===== config.mk =====
export PLATFORM = sky130hd
export DESIGN_NAME = regfile_wb_arbiter
export DESIGN_NICKNAME = d
export VERILOG_FILES = /design/src/rtl/regfile_pkg.sv /design/src/rtl/wb_scoreboard.sv /design/src/rtl/regfile_wb_arbiter.sv
export SDC_FILE = /design/constraint.sdc
export NUM_CORES = 1
export LEC_CHECK = 0
export ABC_CLOCK_PERIOD_IN_PS = 2500
export BUFFER_PORTS_ARGS = -buffer_cell sky130_fd_sc_hd__buf_2
export CAP_MARGIN = 20
export CORE_MARGIN = 8
export CORE_UTILIZATION = 45
export DETAILED_ROUTE_END_ITERATION = 7
export GPL_TIMING_DRIVEN = 0
export PLACE_DENSITY = 0.75
export SLEW_MARGIN = 20
export SYNTH_ARGS = -nofsm -noshare
export SYNTH_HDL_FRONTEND = slang
export SYNTH_HIERARCHICAL = 1
export SYNTH_SLANG_ARGS = --single-unit
export TNS_END_PERCENT = 100

===== constraint.sdc =====
create_clock -name clk -period 2.5 [get_ports clk]
set_input_delay 0.5 -clock clk [delete_from_list [all_inputs] [get_ports clk]]
set_output_delay 0.5 -clock clk [all_outputs]
set_load 0.005 [all_outputs]

===== src/rtl/regfile_pkg.sv =====
// regfile_pkg: shared constants and writeback request type for the register-file writeback path
package regfile_pkg;
  localparam int WIDTH_DEF = 32;
  localparam int DEPTH_DEF = 32;
  localparam int ADDR_W = $clog2(DEPTH_DEF);
  localparam int ZERO_REG = 0;
  typedef struct packed {
    logic valid;
    logic [ADDR_W-1:0] addr;
    logic [WIDTH_DEF-1:0] data;
  } wb_req_t;
endpackage


===== src/rtl/wb_scoreboard.sv =====
// wb_scoreboard: pending-write busy bits with set-wins update and two RAW hazard query ports
module wb_scoreboard
  import regfile_pkg::*;
#(
  parameter int DEPTH = DEPTH_DEF,
  localparam int AW = $clog2(DEPTH)
) (
  input  logic          clk,
  input  logic          rst,
  input  logic          set_valid,
  input  logic [AW-1:0] set_addr,
  input  logic          clr_valid,
  input  logic [AW-1:0] clr_addr,
  input  logic          wb_we,
  input  logic [AW-1:0] wb_addr,
  input  logic [AW-1:0] chk_addr0,
  input  logic [AW-1:0] chk_addr1,
  output logic          chk_busy0,
  output logic          chk_busy1
);
  logic [DEPTH-1:0] busy_q, busy_d;
  always_comb begin
    for (int i = 0; i < DEPTH; i++)
      busy_d[i] = (i != ZERO_REG) && ((set_valid && set_addr == AW'(i)) ||
                  (busy_q[i] && !(clr_valid && clr_addr == AW'(i))));
  end
  always_ff @(posedge clk or negedge rst) begin
    if (!rst) busy_q <= '0;
    else busy_q <= busy_d;
  end
  // a write sitting in the output register is still uncommitted in the register file
  assign chk_busy0 = busy_q[chk_addr0] | (wb_we && wb_addr == chk_addr0 && chk_addr0 != AW'(ZERO_REG));
  assign chk_busy1 = busy_q[chk_addr1] | (wb_we && wb_addr == chk_addr1 && chk_addr1 != AW'(ZERO_REG));
endmodule


===== src/rtl/regfile_wb_arbiter.sv =====
// regfile_wb_arbiter: arbitrates ALU and load writebacks onto the single register-file write port
module regfile_wb_arbiter
  import regfile_pkg::*;
#(
  parameter int WIDTH = WIDTH_DEF,
  parameter int DEPTH = DEPTH_DEF,
  parameter int STARVE_MAX = 3,
  localparam int AW = $clog2(DEPTH)
) (
  input  logic             clk,
  input  logic             rst,
  input  logic             s0_valid,
  output logic             s0_ready,
  input  logic [AW-1:0]    s0_addr,
  input  logic [WIDTH-1:0] s0_data,
  input  logic             s1_valid,
  output logic             s1_ready,
  input  logic [AW-1:0]    s1_addr,
  input  logic [WIDTH-1:0] s1_data,
  input  logic             alloc_valid,
  input  logic [AW-1:0]    alloc_addr,
  input  logic [AW-1:0]    chk_addr0,
  input  logic [AW-1:0]    chk_addr1,
  output logic             chk_busy0,
  output logic             chk_busy1,
  output logic             we0,
  output logic [AW-1:0]    wr_addr0,
  output logic [WIDTH-1:0] wr_din0
);
  localparam int CW = $clog2(STARVE_MAX + 1);
  logic [CW-1:0] cnt_q, cnt_d;
  logic we0_q, we0_d, xfer, starve;
  logic [AW-1:0] wr_addr0_q, wr_addr0_d, sel_addr;
  logic [WIDTH-1:0] wr_din0_q, wr_din0_d, sel_data;
  // loads win by default; a starved ALU result overrides them once
  assign starve = cnt_q == CW'(STARVE_MAX);
  assign s0_ready = rst && s0_valid && (!s1_valid || starve);
  assign s1_ready = rst && s1_valid && !(s0_valid && starve);
  assign xfer = s0_ready | s1_ready;
  assign sel_addr = s0_ready ? s0_addr : s1_addr;
  assign sel_data = s0_ready ? s0_data : s1_data;
  always_comb begin
    cnt_d = s0_ready ? '0 : (s0_valid && !starve) ? cnt_q + 1'b1 : cnt_q;
    we0_d = xfer && sel_addr != AW'(ZERO_REG);
    wr_addr0_d = xfer ? sel_addr : wr_addr0_q;
    wr_din0_d = xfer ? sel_data : wr_din0_q;
  end
  always_ff @(posedge clk or negedge rst) begin
    if (!rst) begin
      cnt_q <= '0;
      we0_q <= 1'b0;
      wr_addr0_q <= '0;
      wr_din0_q <= '0;
    end else begin
      cnt_q <= cnt_d;
      we0_q <= we0_d;
      wr_addr0_q <= wr_addr0_d;
      wr_din0_q <= wr_din0_d;
    end
  end
  assign we0 = we0_q;
  assign wr_addr0 = wr_addr0_q;
  assign wr_din0 = wr_din0_q;
  wb_scoreboard #(.DEPTH(DEPTH)) u_sb (
    .clk(clk),
    .rst(rst),
    .set_valid(alloc_valid),
    .set_addr(alloc_addr),
    .clr_valid(xfer),
    .clr_addr(sel_addr),
    .wb_we(we0_q),
    .wb_addr(wr_addr0_q),
    .chk_addr0(chk_addr0),
    .chk_addr1(chk_addr1),
    .chk_busy0(chk_busy0),
    .chk_busy1(chk_busy1)
  );
endmodule


==> metrics.json, run 1 <==
{
  "cells_and_area": {
    "final-instance-count-excl-fill": 623,
    "fillerInstances": 752,
    "number_of_nets_at_the_end_of_the_flow": 605,
    "layout-drive-gt1-share_pct": 37.9,
    "n_antenna_cell": 0,
    "flow.area_growth_from_synthesis_pct": 27.0
  },
  "setup_path": {
    "path_class": "in2out",
    "path_depth": 7,
    "end_kind": "output port",
    "timing.rr.end": "u_sb/busy_q[24]",
    "cpPeakStageDelay_ps": 550,
    "worstPathMaxFanout": 10,
    "critical_path.startpoint_type": "primary input",
    "crit_slowest_cell": "sky130_fd_sc_hd__mux4_1",
    "worst_ep_arrival_time_ps": 1900,
    "critical_path_buf_inv_count": 3,
    "critical_path.most_common_cell": "sky130_fd_sc_hd__buf_2",
    "r2r_start": "cnt_q[0]",
    "crit_required_ps": 2000,
    "rr_worst_depth": 10,
    "crit_path_cell_trace": "buf_2 > buf_8 > mux4_1 > mux2_2 > nand3b_1 > nand4_1 > buf_2",
    "reg2reg_setup_slack_ps": 140,
    "worstSetupStartpoint": "chk_addr1[1]",
    "gate_family_responsible_for_the_most_delay_along_the_worst_path": "multiplexers"
  },
  "logic_synthesis": {
    "async_set_reset_flop_share_out_of_synthesis_pct": 100,
    "yosys_warnings": 6,
    "netlist.area_leader.share_pct": 44.1,
    "ys.flop_type": "sky130_fd_sc_hd__dfrtp_1",
    "synth-edff-count": 0,
    "syn_avg_cell_area_um2": 11.0,
    "synth_seq_area_share_pct": 44.1,
    "synth.ff_latch_count": 71,
    "synthesis.nets": 460,
    "biggest_area_consumer_among_synthesized_cells": "sky130_fd_sc_hd__dfrtp_1",
    "number_of_cells_produced_by_synthesis": 365,
    "post_synth_num_cell_types": 45,
    "syn-cell-area_um2": 4030,
    "yosys-top-cells-area": "sky130_fd_sc_hd__dfrtp_1, sky130_fd_sc_hd__o21ai_0, sky130_fd_sc_hd__o32a_1"
  },
  "sta": {
    "finalWorstPathRequiredPeriod_ps": 2400,
    "setup_viol": 0,
    "final_hold_viol_count": 0,
    "fin_tns_setup_ps": 0,
    "max_freq_mhz": 416,
    "clock-skew-final_ps": 9.55,
    "final-max-slew-violation-count": 0,
    "relSlewSlack_pct": 66.7,
    "setup_slack_ps": 96.2,
    "final.period_utilization_pct": 96.2,
    "worst_pin_slew_ps": 499,
    "hold_slack_ps": 53.3
  },
  "power_and_ir_drop": {
    "switching_share_pct": 30.7,
    "clock_power_share_pct": 27.7,
    "switchingPower_w": 0.00114,
    "share_seq_of_total_power_pct": 43.4,
    "p_leak_nw": 2.18,
    "worst_voltage_drop_across_the_vdd_grid_uv": 408,
    "power.density_nw_per_um2": 725,
    "power.share.combinational_pct": 28.9,
    "cellInternalPower_w": 0.00257
  },
  "die": {
    "ios": 136,
    "die-width_um": 111,
    "die_height_um": 111,
    "design.core.area_um2": 8680,
    "start_util_pct": 46.4,
    "die_area_um2": 12200,
    "placement_rows": 34
  },
  "global_routing": {
    "remaining_global_route_overflow": 0,
    "globalRouteTotalUtil_pct": 19.0,
    "grt_first_pass_wirelength_um": 19300,
    "first_global_vias": 3922,
    "grt_antenna_before_repair": 0,
    "pin_count_of_the_biggest_net_entering_global_routing": 41
  },
  "detailed_routing": {
    "via_per_inst": 6.00,
    "route.final.wire_length_um": 12100,
    "drtPass1Iterations": 5,
    "top_signal_layer_used": "met4",
    "detailed_routed_wire_length_on_met2_um": 6090,
    "drc": 0,
    "ant_nets": 0,
    "avgRoutedWirePerCell_um": 19.4,
    "met3RoutedLength_um": 947,
    "num_vias": 3740,
    "wirelength_met1_um": 4790,
    "drt_iter0_markers": 192
  },
  "clock_network": {
    "clock_path_buffers": 2,
    "clk_pin_slew_ps": 80,
    "cts_tree": "built",
    "h_tree_depth_reported_by_cts": 3,
    "cts_hold_fix_bufs": 0,
    "cts_buffers": 9,
    "clock_sink_count": 71,
    "cts-root-buf": "sky130_fd_sc_hd__clkbuf_8",
    "clk-insertion-delay-late_ps": 340
  },
  "place": {
    "post-dp-hpwl_um": 9440,
    "placedCellCount": 605,
    "port_buffers": 131,
    "final_gp_congestion": 0.831,
    "pre_cts_slack_ps": -304
  },
  "job": {
    "max_cap_violations": 0
  },
  "outcome": {
    "run_status": "finished clean"
  },
  "min_path": {
    "timing.hold.worst.class": "in2async"
  }
}
metal layers:
layer  vias to the layer above  global-route usage (%)
li1                       1717                       -
met3                        22                    5.74
met5                         -                       0
met2                       172                    32.2
met4                         0                    8.29
met1                      1829                    21.5
metrics by stage:
stage	area (um^2)	total power, W	util, %
2_1_floorplan	4030	0.00224	-
3_3_place_gp	4820	0.00262	55.5
3_5_place_dp	4840	0.00268	55.8
4_1_cts	5060	0.00370	58.3
5_1_grt	5110	0.00391	58.9
6_report	5110	0.00370	58.9
repair_timing:
| action | 4_1_cts | 5_1_grt |
|---|---|---|
| resized for setup | 0 | 18 |
| buffers inserted | 0 | 2 |
| setup endpoints to repair | 0 | 33 |
final cells by class:
class / count / area [um^2] / area share (%)
clock inverters: 5 / 81.3 / 1.59
plain buffers: 26 / 218 / 4.26
multi-input cells: 264 / 2040 / 40.0
flip-flops and latches: 71 / 1780 / 34.8
repair buffers: 134 / 699 / 13.7
clock buffers: 11 / 141 / 2.77
inverters: 4 / 15.0 / 0.294
well taps: 108 / 135 / 2.64
worst max path at each step:
stage | to | slack, ps
2_1_floorplan | chk_busy1 | 390
3_3_place_gp | u_sb/busy_q[14] | -1110
3_5_place_dp | u_sb/busy_q[15] | -300
4_1_cts | s1_ready | 20
5_1_grt | chk_busy0 | -20
6_report | chk_busy1 | 100
cells by family (layout without fill, tap and decap cells):
kind of cell | count (synthesis) | after routing | share of synthesized area (%)
fa+ha+maj | 1 | 1 | 0.311
xor+xnor | 8 | 8 | 1.74
compound gates | 157 | 157 | 27.5
flops | 71 | 71 | 44.1
mux | 23 | 23 | 10.5
simple gates | 75 | 75 | 10.2
buf+inv | 30 | 180 | 5.63
synth_stat cells (2+ instances only):
cell type and number:
sky130_fd_sc_hd__mux4_2 7, sky130_fd_sc_hd__inv_1 4, sky130_fd_sc_hd__o21ai_0 70, sky130_fd_sc_hd__mux2_2 5, sky130_fd_sc_hd__xor2_1 6, sky130_fd_sc_hd__o32a_1 33, sky130_fd_sc_hd__nor4_1 2, sky130_fd_sc_hd__nand2_1 16
sky130_fd_sc_hd__buf_2 4, sky130_fd_sc_hd__dfrtp_1 71, sky130_fd_sc_hd__nor2_1 12, sky130_fd_sc_hd__o2111ai_1 6, sky130_fd_sc_hd__nor2b_1 6, sky130_fd_sc_hd__buf_4 5, sky130_fd_sc_hd__nand4_1 4, sky130_fd_sc_hd__clkbuf_1 5
sky130_fd_sc_hd__nand2b_1 8, sky130_fd_sc_hd__a31oi_1 5, sky130_fd_sc_hd__xnor2_1 2, sky130_fd_sc_hd__or2_2 3, sky130_fd_sc_hd__mux4_1 6, sky130_fd_sc_hd__buf_6 12, sky130_fd_sc_hd__nand3b_1 4, sky130_fd_sc_hd__o21a_1 33
sky130_fd_sc_hd__mux2i_1 5, sky130_fd_sc_hd__nand4b_1 2, sky130_fd_sc_hd__nor3_1 5, sky130_fd_sc_hd__nand3_1 7
worst register-to-register path, delay by kind of cell (launching register included):
family / cells / cell delay, ps
compound gates: 3 / 440
fa+ha+maj: 1 / 190
buf+inv: 3 / 520
simple gates: 3 / 730
flops: 1 / 390
power by group through the flow:
| stage | combinational, W | sequential, W | clock [W] |
|---|---|---|---|
| finish | 0.00107 | 0.00161 | 0.00103 |
| global route | 0.00119 | 0.00163 | 0.00109 |
| CTS | 0.00106 | 0.00160 | 0.00104 |
| detailed placement | 0.00105 | 0.00162 | 0 |
| global placement | 0.00102 | 0.00160 | 0 |
| floorplan | 0.000668 | 0.00157 | 0 |
state kept, by name (all words and copies together), names as in the netlist:
| name | flops |
|---|---|
| cnt_q | 2 |
| u_sb/busy_q | 31 |
| we0 | 1 |
| wr_addr0 | 5 |
| wr_din0 | 32 |
cell usage in the layout (no fill, tap or decap), types with 3 or more instances in the layout:
| cell type | n |
|---|---|
| sky130_fd_sc_hd__a31oi_1 | 5 |
| sky130_fd_sc_hd__buf_2 | 133 |
| sky130_fd_sc_hd__buf_4 | 7 |
| sky130_fd_sc_hd__buf_6 | 11 |
| sky130_fd_sc_hd__clkbuf_1 | 6 |
| sky130_fd_sc_hd__clkbuf_8 | 11 |
| sky130_fd_sc_hd__dfrtp_1 | 71 |
| sky130_fd_sc_hd__inv_1 | 4 |
| sky130_fd_sc_hd__mux2_2 | 5 |
| sky130_fd_sc_hd__mux2i_1 | 5 |
| sky130_fd_sc_hd__mux4_1 | 6 |
| sky130_fd_sc_hd__mux4_2 | 7 |
| sky130_fd_sc_hd__nand2_1 | 15 |
| sky130_fd_sc_hd__nand2b_1 | 8 |
| sky130_fd_sc_hd__nand3_1 | 7 |
| sky130_fd_sc_hd__nand3b_1 | 4 |
| sky130_fd_sc_hd__nand4_1 | 4 |
| sky130_fd_sc_hd__nor2_1 | 12 |
| sky130_fd_sc_hd__nor2b_1 | 3 |
| sky130_fd_sc_hd__nor3_1 | 5 |
| sky130_fd_sc_hd__o2111ai_1 | 6 |
| sky130_fd_sc_hd__o21a_1 | 33 |
| sky130_fd_sc_hd__o21ai_0 | 62 |
| sky130_fd_sc_hd__o21ai_1 | 8 |
| sky130_fd_sc_hd__o32a_1 | 33 |
| sky130_fd_sc_hd__or2_2 | 3 |
| sky130_fd_sc_hd__xor2_1 | 6 |
(Power assumes the default switching activity.)
==> run 2: changes to the inputs <==
--- a/config.mk
+++ b/config.mk
@@ -5,7 +5,8 @@
 export SDC_FILE = /design/constraint.sdc
 export NUM_CORES = 1
 export LEC_CHECK = 0
-export ABC_CLOCK_PERIOD_IN_PS = 2500
+export ABC_AREA = 0
+export ABC_CLOCK_PERIOD_IN_PS = 3000
 export BUFFER_PORTS_ARGS = -buffer_cell sky130_fd_sc_hd__buf_2
 export CAP_MARGIN = 20
 export CORE_MARGIN = 8
==> constraint.sdc (replaced) <==
create_clock -name clk -period 3 [get_ports clk]
set_input_delay 0.6 -clock clk [delete_from_list [all_inputs] [get_ports clk]]
set_output_delay 0.6 -clock clk [all_outputs]
set_load 0.005 [all_outputs]
==> run 2 against run 1 <==
  * Worst hold slack gained 160 ps
  * Power shrank 17%
  * Register-to-register slack gained 470 ps
  * Non-clock buffer count shrank 2
==> metrics.json, run 2 (synthesis results as in run 1) <==
{
  "place": {
    "post-dp-hpwl": {"value": 9440, "unit": "um", "change": "unchanged"},
    "placedCellCount": {"value": 605, "change": "unchanged"},
    "final_gp_congestion": {"value": 0.831, "change": "unchanged"},
    "port_buffers": {"value": 131, "change": "unchanged"},
    "pre_cts_slack": {"value": 96.1, "unit": "ps", "change": "+400 ps"}
  },
  "power_and_ir_drop": {
    "switching_share": {"value": 30.6, "unit": "%", "change": "-0.056 points"},
    "switchingPower": {"value": 0.000940, "unit": "W", "change": "-17%"},
    "power.share.combinational": {"value": 28.6, "unit": "%", "change": "-0.3 points"},
    "p_leak": {"value": 2.16, "unit": "nW", "change": "-1.0%"},
    "cellInternalPower": {"value": 0.00213, "unit": "W", "change": "-17%"},
    "design_power_total": {"value": 0.00307, "unit": "W", "change": "-17%"},
    "clock_power_share": {"value": 27.8, "unit": "%", "change": "about the same"},
    "power.density": {"value": 606, "unit": "nW/um^2", "change": "-16%"},
    "worst_voltage_drop_across_the_vdd_grid": {"value": 337, "unit": "uV", "change": "-17%"},
    "share_seq_of_total_power": {"value": 43.6, "unit": "%", "change": "+0.2 points"}
  },
  "cells_and_area": {
    "layout.core_utilization": {"value": 58.3, "unit": "%", "change": "-0.56 points"},
    "largest_register_ffs": {"value": 32, "change": "unchanged"},
    "layout-drive-gt1-share": {"value": 36.6, "unit": "%", "change": "-1.2 points"},
    "number_of_nets_at_the_end_of_the_flow": {"value": 603, "change": "-0.33%"},
    "final-instance-count-excl-fill": {"value": 621, "change": "-0.32%"},
    "layout_commonest_cell": "sky130_fd_sc_hd__buf_2",
    "n_antenna_cell": {"value": 0, "change": "unchanged"},
    "flow.area_growth_from_synthesis_pct": 25.7,
    "mostFrequentLayoutCells": "sky130_fd_sc_hd__buf_2, sky130_fd_sc_hd__dfrtp_1, sky130_fd_sc_hd__o21ai_0"
  },
  "clock_network": {
    "cts_post_setup_buffers_inserted": {"value": 0, "change": "unchanged"},
    "clk-insertion-delay-late": {"value": 340, "unit": "ps", "change": "about the same"},
    "clock_sink_count": {"value": 71, "change": "unchanged"},
    "cts-root-buf": "sky130_fd_sc_hd__clkbuf_8",
    "clock_path_buffers": {"value": 2, "change": "unchanged"},
    "clk_pin_slew": {"value": 80, "unit": "ps", "change": "about the same"},
    "cts_buffers": {"value": 9, "change": "unchanged"},
    "cts_tree": "built",
    "h_tree_depth_reported_by_cts": {"value": 3, "change": "unchanged"},
    "cts_resized": {"value": 0, "change": "unchanged"},
    "cts_hold_fix_bufs": {"value": 0, "change": "unchanged"}
  },
  "setup_path": {
    "end_kind": "output port",
    "crit_required": {"value": 2400, "unit": "ps", "change": "+400 ps"},
    "rr_worst_depth": {"value": 11, "change": "+1"},
    "r2r_start": "cnt_q[0]",
    "timing.rr.end": "u_sb/busy_q[24]",
    "worstPathMaxFanout": {"value": 10, "change": "unchanged"},
    "path_class": "in2out",
    "reg2reg_setup_slack": {"value": 610, "unit": "ps", "change": "+470 ps"},
    "worstSetupStartpoint": "chk_addr0[1]",
    "critical_path.startpoint_type": "primary input",
    "worst_ep_arrival_time": {"value": 2070, "unit": "ps", "change": "+170 ps"}
  },
  "sta": {
    "fin_tns_setup": {"value": 0, "unit": "ps", "change": "unchanged"},
    "max_freq_mhz": 374,
    "clock-skew-final": {"value": 10.5, "unit": "ps", "change": "+0.947 ps"},
    "relSlewSlack": {"value": 67.9, "unit": "%", "change": "+1.2 points"},
    "setup_viol": {"value": 0, "change": "unchanged"},
    "worst_pin_slew": {"value": 482, "unit": "ps", "change": "-17.7 ps"},
    "finalWorstPathRequiredPeriod_ps": 2670,
    "final.period_utilization_pct": 89.1,
    "grt_setup_unrepaired": "false",
    "final-max-slew-violation-count": {"value": 0, "change": "unchanged"},
    "setup_slack": {"value": 326, "unit": "ps", "change": "+230 ps"},
    "final_hold_viol_count": {"value": 0, "change": "unchanged"}
  },
  "global_routing": {
    "grt_antenna_before_repair": {"value": 0, "change": "unchanged"},
    "first_global_vias": {"value": 3922, "change": "unchanged"},
    "remaining_global_route_overflow": {"value": 0, "change": "unchanged"},
    "grt_first_pass_wirelength": {"value": 19300, "unit": "um", "change": "unchanged"},
    "pin_count_of_the_biggest_net_entering_global_routing": {"value": 41, "change": "unchanged"},
    "globalRouteTotalUtil": {"value": 19.0, "unit": "%", "change": "unchanged"}
  },
  "detailed_routing": {
    "drt_iter0_markers": {"value": 211, "change": "+9.9%"},
    "ant_nets": {"value": 0, "change": "unchanged"},
    "drtPass1Iterations": {"value": 4, "change": "-1"},
    "num_vias": {"value": 3711, "change": "-0.78%"},
    "route.final.wire_length": {"value": 12000, "unit": "um", "change": "-0.39%"},
    "via_per_inst": {"value": 5.98, "change": "-0.46%"},
    "avgRoutedWirePerCell": {"value": 19.4, "unit": "um", "change": "about the same"},
    "drc": {"value": 0, "change": "unchanged"}
  },
  "die": {
    "die_height": {"value": 111, "unit": "um", "change": "unchanged"},
    "die_area": {"value": 12200, "unit": "um^2", "change": "unchanged"},
    "ios": {"value": 136, "change": "unchanged"},
    "placement_rows": {"value": 34, "change": "unchanged"},
    "design.core.area": {"value": 8680, "unit": "um^2", "change": "unchanged"},
    "die-width": {"value": 111, "unit": "um", "change": "unchanged"},
    "start_util": {"value": 46.4, "unit": "%", "change": "unchanged"}
  },
  "outcome": {
    "run_status": "finished clean"
  },
  "min_path": {
    "timing.hold.worst.class": "in2async"
  },
  "job": {
    "max_cap_violations": {"value": 0, "change": "unchanged"}
  }
}
[run 2: cell type report]
type | instances | area, um^2
fill | 755 | 3620
multi-input combinational | 264 | 2020
sequential | 71 | 1780
timing repair buffer | 132 | 678
buffer | 26 | 211
clock buffer | 11 | 141
tap | 108 | 135
clock inverter | 5 | 81.3
inverter | 4 | 15.0
[run 2: how the worst max path moves through the flow]
stage,to
global route,u_sb/busy_q[15]
floorplan,chk_busy1
global placement,u_sb/busy_q[14]
CTS,s1_ready
detailed placement,u_sb/busy_q[15]
finish,chk_busy0
[run 2: metrics by stage]
| stage | instance area (um^2) | hold WS (ps) |
|---|---|---|
| after global routing | 5060 | 235 |
| after floorplan | 4030 | 304 |
| after CTS | 5060 | 209 |
| final | 5060 | 210 |
| after detailed placement | 4840 | 504 |
| after global placement | 4820 | 493 |
[run 2: power by group through the flow]
stage	sequential, W	clock, W	combinational, W
after floorplan	0.00131	0	0.000557
after global placement	0.00133	0	0.000848
after detailed placement	0.00135	0	0.000877
after CTS	0.00133	0.000870	0.000880
after global routing	0.00136	0.000907	0.000976
final	0.00134	0.000852	0.000879
[run 2: worst max-delay path: stages]
cell and delay (ps):
sky130_fd_sc_hd__buf_2 130, sky130_fd_sc_hd__buf_2 250, sky130_fd_sc_hd__mux2_2 370, sky130_fd_sc_hd__a221oi_1 320
sky130_fd_sc_hd__o32a_1 200, sky130_fd_sc_hd__a22oi_1 60, sky130_fd_sc_hd__buf_2 140
[run 2: per-layer routing]
| layer | share of wire, % | GRT usage (%) | wire length [um] |
|---|---|---|---|
| met3 | 7.7 | 5.74 | 930 |
| met5 | 0 | 0 | 0 |
| met2 | 50 | 32.2 | 6030 |
| met1 | 40 | 21.5 | 4780 |
| met4 | 2.4 | 8.29 | 289 |
==> run 3: changes to the inputs <==
--- a/config.mk
+++ b/config.mk
@@ -6,14 +6,14 @@
 export NUM_CORES = 1
 export LEC_CHECK = 0
 export ABC_AREA = 0
-export ABC_CLOCK_PERIOD_IN_PS = 3000
+export ABC_CLOCK_PERIOD_IN_PS = 3200
 export BUFFER_PORTS_ARGS = -buffer_cell sky130_fd_sc_hd__buf_2
 export CAP_MARGIN = 20
 export CORE_MARGIN = 8
-export CORE_UTILIZATION = 45
+export CORE_UTILIZATION = 55
 export DETAILED_ROUTE_END_ITERATION = 7
 export GPL_TIMING_DRIVEN = 0
-export PLACE_DENSITY = 0.75
+export PLACE_DENSITY = 0.88
 export SLEW_MARGIN = 20
 export SYNTH_ARGS = -nofsm -noshare
 export SYNTH_HDL_FRONTEND = slang
==> constraint.sdc (replaced) <==
create_clock -name clk -period 3.2 [get_ports clk]
set_input_delay 0.64 -clock clk [delete_from_list [all_inputs] [get_ports clk]]
set_output_delay 0.64 -clock clk [all_outputs]
set_load 0.005 [all_outputs]
==> run 3 against run 2 <==
  * Die area down 16%
  * Combinational power down 5.2%
  * Setup slack worse by 34 ps
  * Design area down 0.84%
  * Worst hold slack worse by 68 ps
  * Power down 11%
  * Via count up 1.8%
  * Global-route usage up 4.3 points
  * Sequential cell count unchanged
  * Critical path depth up 2
  * Critical endpoint is now s1_ready
  * Largest cell class unchanged
==> metrics.json, run 3 (synthesis results as in run 1) <==
{
  "sta": {
    "finalWorstPathRequiredPeriod_ps": 2910,
    "relSlewSlack": {"value": 68.0, "unit": "%", "change": "about the same"},
    "final-max-slew-violation-count": {"value": 0, "change": "unchanged"},
    "worst_pin_slew": {"value": 481, "unit": "ps", "change": "-1.01 ps"},
    "clock-skew-final": {"value": 12.9, "unit": "ps", "change": "+2.37 ps"},
    "max_freq_mhz": 344,
    "final.period_utilization_pct": 90.9,
    "setup_viol": {"value": 0, "change": "unchanged"},
    "grt_setup_unrepaired": "false",
    "final_hold_viol_count": {"value": 0, "change": "unchanged"}
  },
  "clock_network": {
    "cts_tree": "built",
    "clk-insertion-delay-late": {"value": 350, "unit": "ps", "change": "about the same"},
    "h_tree_depth_reported_by_cts": {"value": 3, "change": "unchanged"},
    "cts_resized": {"value": 0, "change": "unchanged"},
    "cts_post_setup_buffers_inserted": {"value": 0, "change": "unchanged"},
    "cts_hold_fix_bufs": {"value": 0, "change": "unchanged"},
    "clock_sink_count": {"value": 71, "change": "unchanged"},
    "cts-root-buf": "sky130_fd_sc_hd__clkbuf_8",
    "clock_path_buffers": {"value": 2, "change": "unchanged"},
    "clk_pin_slew": {"value": 90, "unit": "ps", "change": "about the same"},
    "cts_buffers": {"value": 9, "change": "unchanged"}
  },
  "cells_and_area": {
    "fillerInstances": {"value": 532, "change": "-30%"},
    "number_of_nets_at_the_end_of_the_flow": {"value": 603, "change": "unchanged"},
    "layout_commonest_cell": "sky130_fd_sc_hd__buf_2",
    "layout-drive-gt1-share": {"value": 36.8, "unit": "%", "change": "+0.19 points"},
    "combined_area_of_the_multi_input_logic_cells": {"value": 2020, "unit": "um^2", "change": "unchanged"},
    "flow.area_growth_from_synthesis_pct": 24.7,
    "largest_register_ffs": {"value": 32, "change": "unchanged"},
    "mostFrequentLayoutCells": "sky130_fd_sc_hd__buf_2, sky130_fd_sc_hd__dfrtp_1, sky130_fd_sc_hd__o21ai_0",
    "layout.core_utilization": {"value": 69.9, "unit": "%", "change": "+12 points"},
    "area.sequential": {"value": 1780, "unit": "um^2", "change": "unchanged"}
  },
  "place": {
    "final_gp_congestion": {"value": 0.871, "change": "+4.8%"},
    "port_buffers": {"value": 131, "change": "unchanged"},
    "post-dp-hpwl": {"value": 9250, "unit": "um", "change": "-2.0%"}
  },
  "power_and_ir_drop": {
    "share_seq_of_total_power": {"value": 45.7, "unit": "%", "change": "+2.1 points"},
    "worst_voltage_drop_across_the_vdd_grid": {"value": 299, "unit": "uV", "change": "-11%"},
    "switchingPower": {"value": 0.000904, "unit": "W", "change": "-3.8%"},
    "p_leak": {"value": 2.15, "unit": "nW", "change": "-0.63%"},
    "cellInternalPower": {"value": 0.00184, "unit": "W", "change": "-13%"},
    "power.share.combinational": {"value": 30.3, "unit": "%", "change": "+1.7 points"},
    "clock_power_share": {"value": 24.0, "unit": "%", "change": "-3.8 points"},
    "switching_share": {"value": 32.9, "unit": "%", "change": "+2.3 points"},
    "design_power_total": {"value": 0.00275, "unit": "W", "change": "-11%"},
    "power.density": {"value": 547, "unit": "nW/um^2", "change": "-9.8%"}
  },
  "die": {
    "design.core.area": {"value": 7180, "unit": "um^2", "change": "-17%"},
    "start_util": {"value": 56.1, "unit": "%", "change": "+9.7 points"},
    "die_height": {"value": 102, "unit": "um", "change": "-8.2%"},
    "die-width": {"value": 102, "unit": "um", "change": "-8.2%"},
    "ios": {"value": 136, "change": "unchanged"},
    "placement_rows": {"value": 31, "change": "-8.8%"},
    "die_area": {"value": 10300, "unit": "um^2", "change": "-16%"}
  },
  "detailed_routing": {
    "route.final.wire_length": {"value": 11900, "unit": "um", "change": "-0.81%"},
    "num_vias": {"value": 3778, "change": "+1.8%"},
    "avgRoutedWirePerCell": {"value": 19.5, "unit": "um", "change": "+0.49%"},
    "ant_nets": {"value": 0, "change": "unchanged"},
    "drtPass1Iterations": {"value": 5, "change": "+1"},
    "drt_iter0_markers": {"value": 290, "change": "+37%"},
    "via_per_inst": {"value": 6.16, "change": "+3.1%"},
    "drc": {"value": 0, "change": "unchanged"}
  },
  "setup_path": {
    "path_class": "in2out",
    "worstPathMaxFanout": {"value": 57, "change": "+47"},
    "timing.rr.end": "u_sb/busy_q[3]",
    "worstSetupStartpoint": "rst",
    "end_kind": "output port",
    "reg2reg_setup_slack": {"value": 740, "unit": "ps", "change": "+130 ps"},
    "critical_path.startpoint_type": "primary input",
    "crit_required": {"value": 2560, "unit": "ps", "change": "+160 ps"},
    "r2r_start": "cnt_q[0]",
    "worst_ep_arrival_time": {"value": 2270, "unit": "ps", "change": "+200 ps"},
    "rr_worst_depth": {"value": 11, "change": "unchanged"}
  },
  "min_path": {
    "timing.hold.worst.class": "in2async"
  },
  "global_routing": {
    "remaining_global_route_overflow": {"value": 0, "change": "unchanged"},
    "pin_count_of_the_biggest_net_entering_global_routing": {"value": 58, "change": "+41%"},
    "globalRouteMet2Util": {"value": 37.2, "unit": "%", "change": "+5.0 points"},
    "met3_usage": {"value": 7.35, "unit": "%", "change": "+1.6 points"},
    "gr-max-usage-layer": "met2",
    "grt_use_met1": {"value": 27.7, "unit": "%", "change": "+6.2 points"},
    "grt_antenna_before_repair": {"value": 0, "change": "unchanged"},
    "first_global_vias": {"value": 3914, "change": "-0.20%"},
    "globalRouteTotalUtil": {"value": 23.3, "unit": "%", "change": "+4.3 points"},
    "grt_first_pass_wirelength": {"value": 19000, "unit": "um", "change": "-1.9%"}
  },
  "outcome": {
    "run_status": "finished clean"
  },
  "job": {
    "max_cap_violations": {"value": 0, "change": "unchanged"}
  }
}
run 3: changes by cell type in the layout (fill, tap and decap cells not counted), sizes merged:
| cell | before | now |
|---|---|---|
| bufinv | 2 | 0 |
| clkbuf | 16 | 15 |
| diode | 0 | 1 |
| clkinv | 2 | 4 |
| inv | 4 | 5 |
run 3: final cells by class:
cell class	count	area share, %
diodes	1	0.0499
multi-input cells	264	40.3
clock inverters	6	0.873
flip-flops and latches	71	35.4
repair buffers	132	13.7
plain buffers	26	4.21
inverters	4	0.299
clock buffers	10	2.74
well taps	99	2.47
run 3: per-layer routing:
metal,up-vias,part of all wire (%)
met5,-,0
met4,0,3.2
met3,34,9.2
met2,208,49
met1,1823,39
li1,1713,-
run 3: how the worst max path moves through the flow:
stage                      end  slack, ps  cells after the start
2_1_floorplan        chk_busy1        810                      5
3_3_place_gp   u_sb/busy_q[12]       -530                     11
3_5_place_dp    u_sb/busy_q[3]         40                     12
4_1_cts               s1_ready        290                      9
5_1_grt         u_sb/busy_q[3]        120                     12
6_report              s1_ready        290                      9
run 3: power by group through the flow:
stage / clock, W / combinational (W) / sequential (W)
finish: 0.000658 / 0.000833 / 0.00125
global route: 0.000705 / 0.000914 / 0.00128
CTS: 0.000672 / 0.000831 / 0.00125
detailed placement: 0 / 0.000826 / 0.00127
floorplan: 0 / 0.000522 / 0.00123
global placement: 0 / 0.000785 / 0.00125
run 3: stage by stage:
step	setup TNS [ps]	hold slack [ps]	instance area [um^2]	instances	setup WS [ps]
2_1_floorplan	0	344	4030	365	813
3_3_place_gp	-14400	498	4800	595	-527
3_5_place_dp	0	505	4830	596	45.0
4_1_cts	0	130	5020	612	286
5_1_grt	0	146	5020	612	116
6_report	0	142	5020	613	291
run 3: worst max-delay path, cell delays in order:
cell	delay [ps]
sky130_fd_sc_hd__buf_4	240
sky130_fd_sc_hd__buf_16	290
sky130_fd_sc_hd__buf_6	190
sky130_fd_sc_hd__nand2_4	60
sky130_fd_sc_hd__buf_6	150
sky130_fd_sc_hd__o21ai_4	280
sky130_fd_sc_hd__buf_6	190
sky130_fd_sc_hd__inv_1	40
sky130_fd_sc_hd__buf_2	120
